File: src/rtl/basic_spi_cu.sv
// SPI mode-0 (MSB first) master control unit: sequences datapath load/shift/sample strobes and drives SCLK/SS_n.
// Latency: wr edge to done pulse = 3 + 2*WIDTH*CLK_DIV cycles; busy spans 4 + 2*WIDTH*CLK_DIV cycles.
// Backpressure: wr and rd are ignored while busy; no request is queued.
module basic_spi_cu #(
    parameter int WIDTH   = 16,
    parameter int CLK_DIV = 2
) (
    input  logic clk,
    input  logic rst,
    input  logic wr,
    input  logic rd,
    output logic sclk,
    output logic ss_n,
    output logic we,
    output logic oe,
    output logic i_load,
    output logic i_en,
    output logic tbuf_mosi_oe,
    output logic miso_le,
    output logic done,
    output logic busy,
    output logic rx_valid
);
    localparam int PW = (CLK_DIV > 1) ? $clog2(CLK_DIV) : 1;
    localparam int BW = (WIDTH > 1) ? $clog2(WIDTH) : 1;
    localparam logic [PW-1:0] PH_LAST  = PW'(CLK_DIV - 1);
    localparam logic [BW-1:0] BIT_LAST = BW'(WIDTH - 1);

    typedef enum logic [2:0] {
        IDLE,
        LOAD0,
        LOAD1,
        XFER,
        DONE
    } state_t;

    state_t        state;
    logic [PW-1:0] phase;
    logic [BW-1:0] bit_cnt;

    assign oe = rd & ~busy;

    always_ff @(posedge clk or negedge rst) begin
        if (!rst) begin
            state        <= IDLE;
            phase        <= '0;
            bit_cnt      <= '0;
            sclk         <= 1'b0;
            ss_n         <= 1'b1;
            we           <= 1'b0;
            i_load       <= 1'b0;
            i_en         <= 1'b0;
            tbuf_mosi_oe <= 1'b0;
            miso_le      <= 1'b0;
            done         <= 1'b0;
            busy         <= 1'b0;
            rx_valid     <= 1'b0;
        end else begin
            i_en <= 1'b0;
            done <= 1'b0;
            if (oe) begin
                rx_valid <= 1'b0;
            end
            case (state)
                IDLE: begin
                    // The done cycle sits in IDLE with busy still high, so wr is ignored here.
                    if (done) begin
                        busy <= 1'b0;
                    end else if (wr) begin
                        state  <= LOAD0;
                        busy   <= 1'b1;
                        we     <= 1'b1;
                        i_load <= 1'b1;
                    end
                end
                LOAD0: begin
                    state <= LOAD1;
                    i_en  <= 1'b1;
                end
                LOAD1: begin
                    state        <= XFER;
                    we           <= 1'b0;
                    i_load       <= 1'b0;
                    ss_n         <= 1'b0;
                    tbuf_mosi_oe <= 1'b1;
                    sclk         <= 1'b0;
                    miso_le      <= 1'b0;
                    phase        <= '0;
                    bit_cnt      <= '0;
                end
                XFER: begin
                    if (phase == PH_LAST) begin
                        phase <= '0;
                        if (!sclk) begin
                            sclk    <= 1'b1;
                            miso_le <= 1'b1;
                        end else begin
                            // Falling edge: shift pulse for the next bit, or the final shift in DONE.
                            sclk    <= 1'b0;
                            miso_le <= 1'b0;
                            i_en    <= 1'b1;
                            if (bit_cnt == BIT_LAST) begin
                                state        <= DONE;
                                ss_n         <= 1'b1;
                                tbuf_mosi_oe <= 1'b0;
                                bit_cnt      <= '0;
                            end else begin
                                bit_cnt <= bit_cnt + 1'b1;
                            end
                        end
                    end else begin
                        phase <= phase + 1'b1;
                    end
                end
                DONE: begin
                    state    <= IDLE;
                    done     <= 1'b1;
                    rx_valid <= 1'b1;
                end
                default: begin
                    state <= IDLE;
                end
            endcase
        end
    end
endmodule

File: config.mk
export PLATFORM = sky130hd
export DESIGN_NAME = basic_spi_cu
export DESIGN_NICKNAME = d
export VERILOG_FILES = /design/src/rtl/basic_spi_cu.sv
export SDC_FILE = /design/constraint.sdc
export NUM_CORES = 1
export LEC_CHECK = 0
export BUFFER_PORTS_ARGS = -buffer_cell sky130_fd_sc_hd__buf_4
export CORE_ASPECT_RATIO = 1.2
export CORE_MARGIN = 1
export CORE_UTILIZATION = 45
export CTS_CLUSTER_DIAMETER = 80
export CTS_CLUSTER_SIZE = 14
export DETAILED_ROUTE_END_ITERATION = 12
export GPL_TIMING_DRIVEN = 0
export PLACE_DENSITY = 0.74
export SLEW_MARGIN = 20
export SYNTH_ARGS = -nofsm -noshare
export SYNTH_HDL_FRONTEND = slang
export SYNTH_SLANG_ARGS = --single-unit
File: constraint.sdc
create_clock -name clk -period 1.22 [get_ports clk]
set_input_delay 0.244 -clock clk [delete_from_list [all_inputs] [get_ports clk]]
set_output_delay 0.244 -clock clk [all_outputs]
set_load 0.01 [all_outputs]
==> key figures <==
Run status
  • Outcome: finished, violations left
  • Failing checks: negative setup slack

GRT
  • Vias in the first global route: 553
  • Global-route wire length before repair: 2420 um
  • GRT Total Usage: 0.196
  • Initial antenna violation count: 0
  • Largest net degree at the start of global routing: 17
  • Grt ovf: 0

Detailed routing
  • Final WL: 1730 um
  • Routed len/inst: about 14 um
  • Vias per cell: 5.65
  • # DRC: 0
  • TritonRoute pass-1 iters: 4
  • Detail Route Antenna Nets: 0
  • Via Count: a little under 700
  • Initial DRC count: 23

Yosys
  • Synthesized flop and latch total: 16
  • Top post-synthesis cells by area: dfrtp_1 (49%), dfstp_2 (3.4%), a22o_1 (3.4%)
  • Post-Synthesis Cells: 74
  • Synth cell types: 31
  • Most frequent cell after synthesis: dfrtp_1
  • Post-synth ARST share: 1.00
  • Synth area leader: dfrtp_1
  • Post-synth EDFFs: 0
  • Top cells by count, synth: dfrtp_1 (15), nand2_1 (5), nand3_1 (5), nor3_1 (5), inv_1 (4)
  • Main synth FF type: dfrtp_1
  • Synthesized cell area: 769 um2
  • YS warnings: 0
  • Post-synth net total: 79
  • Register area share after synthesis: 0.522
  • Area share of the largest cell type after synthesis: 0.488
  • Mapped Avg Cell Area: 10.4 um2

Cells and area
  • Multi-input gate area: 345 um2
  • Design Area, Final: 0.00105 mm2
  • Largest register by flop count: bit_cnt
  • Antenna Cells: 0
  • Register area: 405 um2
  • Synth-to-Final Area Change: 36.1%
  • Largest registers: bit_cnt: 4 flops, state: 3 flops
  • Share of cells above drive strength 1: 0.412
  • Layout Nets: 108
  • Fill cell count: 131
  • Max FFs per register: 4

Floorplan
  • Die width: 39.8 um
  • Core Region: 0.00162 mm2
  • # IOs: 15
  • Num rows: 16
  • Initial Util: 0.475
  • Die H: roughly 47 um
  • Die footprint: ~0.0019 mm2

Timing
  • Final Cycle Share: 1.04
  • Pins over their slew limit: 0
  • Post-route minimum period: 1.27 ns
  • Endpoints failing setup: 6
  • RSZ-0062 raised after global routing: yes
  • Slew @ Worst Pin: 0.291 ns
  • Fin worst setup slack: -0.0484 ns
  • Slew HR: 0.803
  • Peak Freq: 0.788 GHz
  • Fin. Hold Viols: 0
  • Clk_skew: 0.00209 ns

Clocking
  • Root Driver: clkbuf_4
  • Clock Latency Late Sink: between 0.2 and 0.3 ns
  • Clk sink count: 16
  • Clock buffer depth: 2
  • Clock slew at reported path FFs: 0.09 ns
  • # H-tree levels: 1
  • TritonCTS clock tree: built
  • CTS Buf Count: 3

Power
  • Flop pwr share: 0.620
  • Clock Power Share: 0.347
  • Cell internal pwr: 0.671 mW
  • Tot Pwr: 0.855 mW
  • Sw Share: 0.215
  • Switching power of the nets: roughly 0.18 mW
  • Combinational power share: 0.034
  • VDD IR max: 0.621 mV
  • Power density cells: a little over 800 mW/mm2
  • Lkg Pwr: 0.511 nW

Worst setup path
  • Crit end category: flop
  • WP data required: 1.40 ns
  • Startpoint Class: flop
  • Arr. time, crit path: 1.45 ns
  • Max FO, Critical Path: 5
  • Critical path class: reg -> reg

Min path
  • Min-Delay Path Class: in -> reg

Placed design
  • Gpl congestion: 0.752
  • IO Port Bufs: 14
  • Cell Area, Placed: 898 um2
  • Hpwl dp: about 1100 um
  • Post-place setup slack: -0.125 ns

Job
  • Max_cap viols: 0
## timing repair
item | 4_1_cts | 5_1_grt
endpoints found under the hold margin | 15 | 0
pin swaps | 2 | 3
setup endpoints to repair | 9 | 17
cloned | 0 | 0
hold buffers | 1 | 0
resized for setup | 6 | 4
buffers inserted | 10 | 2
## layer usage
metal  track usage  wire [um]  vias to the layer above
met5             0          0                        -
met4         0.103         27                        0
met3        0.0284         72                        4
met2         0.334        902                       24
met1         0.236        724                      324
li1              -          -                      326
## final timing paths
path                            slack (ns)  cells past startpoint  startpoint         end
worst max-delay path                 -0.05                      3       phase  bit_cnt[3]
worst min-delay path                  0.30                      3          wr        busy
worst max register to register       -0.05                      3       phase  bit_cnt[3]
worst min register to register        0.52                      1        ss_n        ss_n
max in group asynchronous             0.63                      2         rst        ss_n
min in group asynchronous             0.34                      2         rst     miso_le
## per-stage QoR
| stage | util | setup TNS (ns) | cells | hold WS [ns] |
|---|---|---|---|---|
| 2_1_floorplan | - | -0.0396 | 74 | -0.0516 |
| 3_3_place_gp | 0.554 | -0.249 | 106 | 0.114 |
| 3_5_place_dp | 0.554 | -0.394 | 106 | 0.115 |
| 4_1_cts | 0.637 | -0.138 | 120 | 0.283 |
| 5_1_grt | 0.646 | -0.735 | 120 | 0.296 |
| 6_report | 0.646 | -0.139 | 120 | 0.296 |
## power groups by stage
stage / Sequential (mW) / Combinational (mW) / Clock (mW)
global placement: 0.540 / 0.0249 / 0
detailed placement: 0.540 / 0.0251 / 0
floorplan: 0.541 / 0.00417 / 0
global route: 0.530 / 0.0324 / 0.326
CTS: 0.530 / 0.0300 / 0.301
finish: 0.530 / 0.0289 / 0.296
## placed cells by master (no fill, tap or decap), types with 2 or more instances in the layout
cell      instances
o21bai_1          2
nand2_1           5
a22o_1            3
buf_4            26
buf_6             2
a21oi_1           3
o22a_1            2
a31oi_1           2
dfrtp_1          12
nor2b_1           2
dfrtp_2           3
clkbuf_4          3
inv_1             4
nand3_1           5
o21ai_0           3
nor3_1            4
## cells by family after synthesis
kind of cell             count (synthesis)  share of synthesized area
AND/OR/NAND/NOR                         27                      0.207
AO/OA/AOI/OAI                           19                      0.179
flip-flops                              16                      0.522
buffers and inverters                   10                     0.0634
multiplexers                             1                     0.0130
adder cells (fa/ha/maj)                  1                     0.0163
## final cells by class
class | instances | area share
Tap cell | 18 | 0.0215
Clock buffer | 4 | 0.0251
Inverter | 4 | 0.0143
Buffer | 3 | 0.0191
Sequential cell | 16 | 0.387
Timing Repair Buffer | 27 | 0.203
Multi-Input combinational cell | 48 | 0.330
## critical path, cell delays in order, from the launching register on
cell     delay [ns]
dfrtp_2        0.45
and4b_2        0.28
nor4b_4        0.14
a221o_1        0.29
No activity file was read; power rests on OpenSTA's default activity.
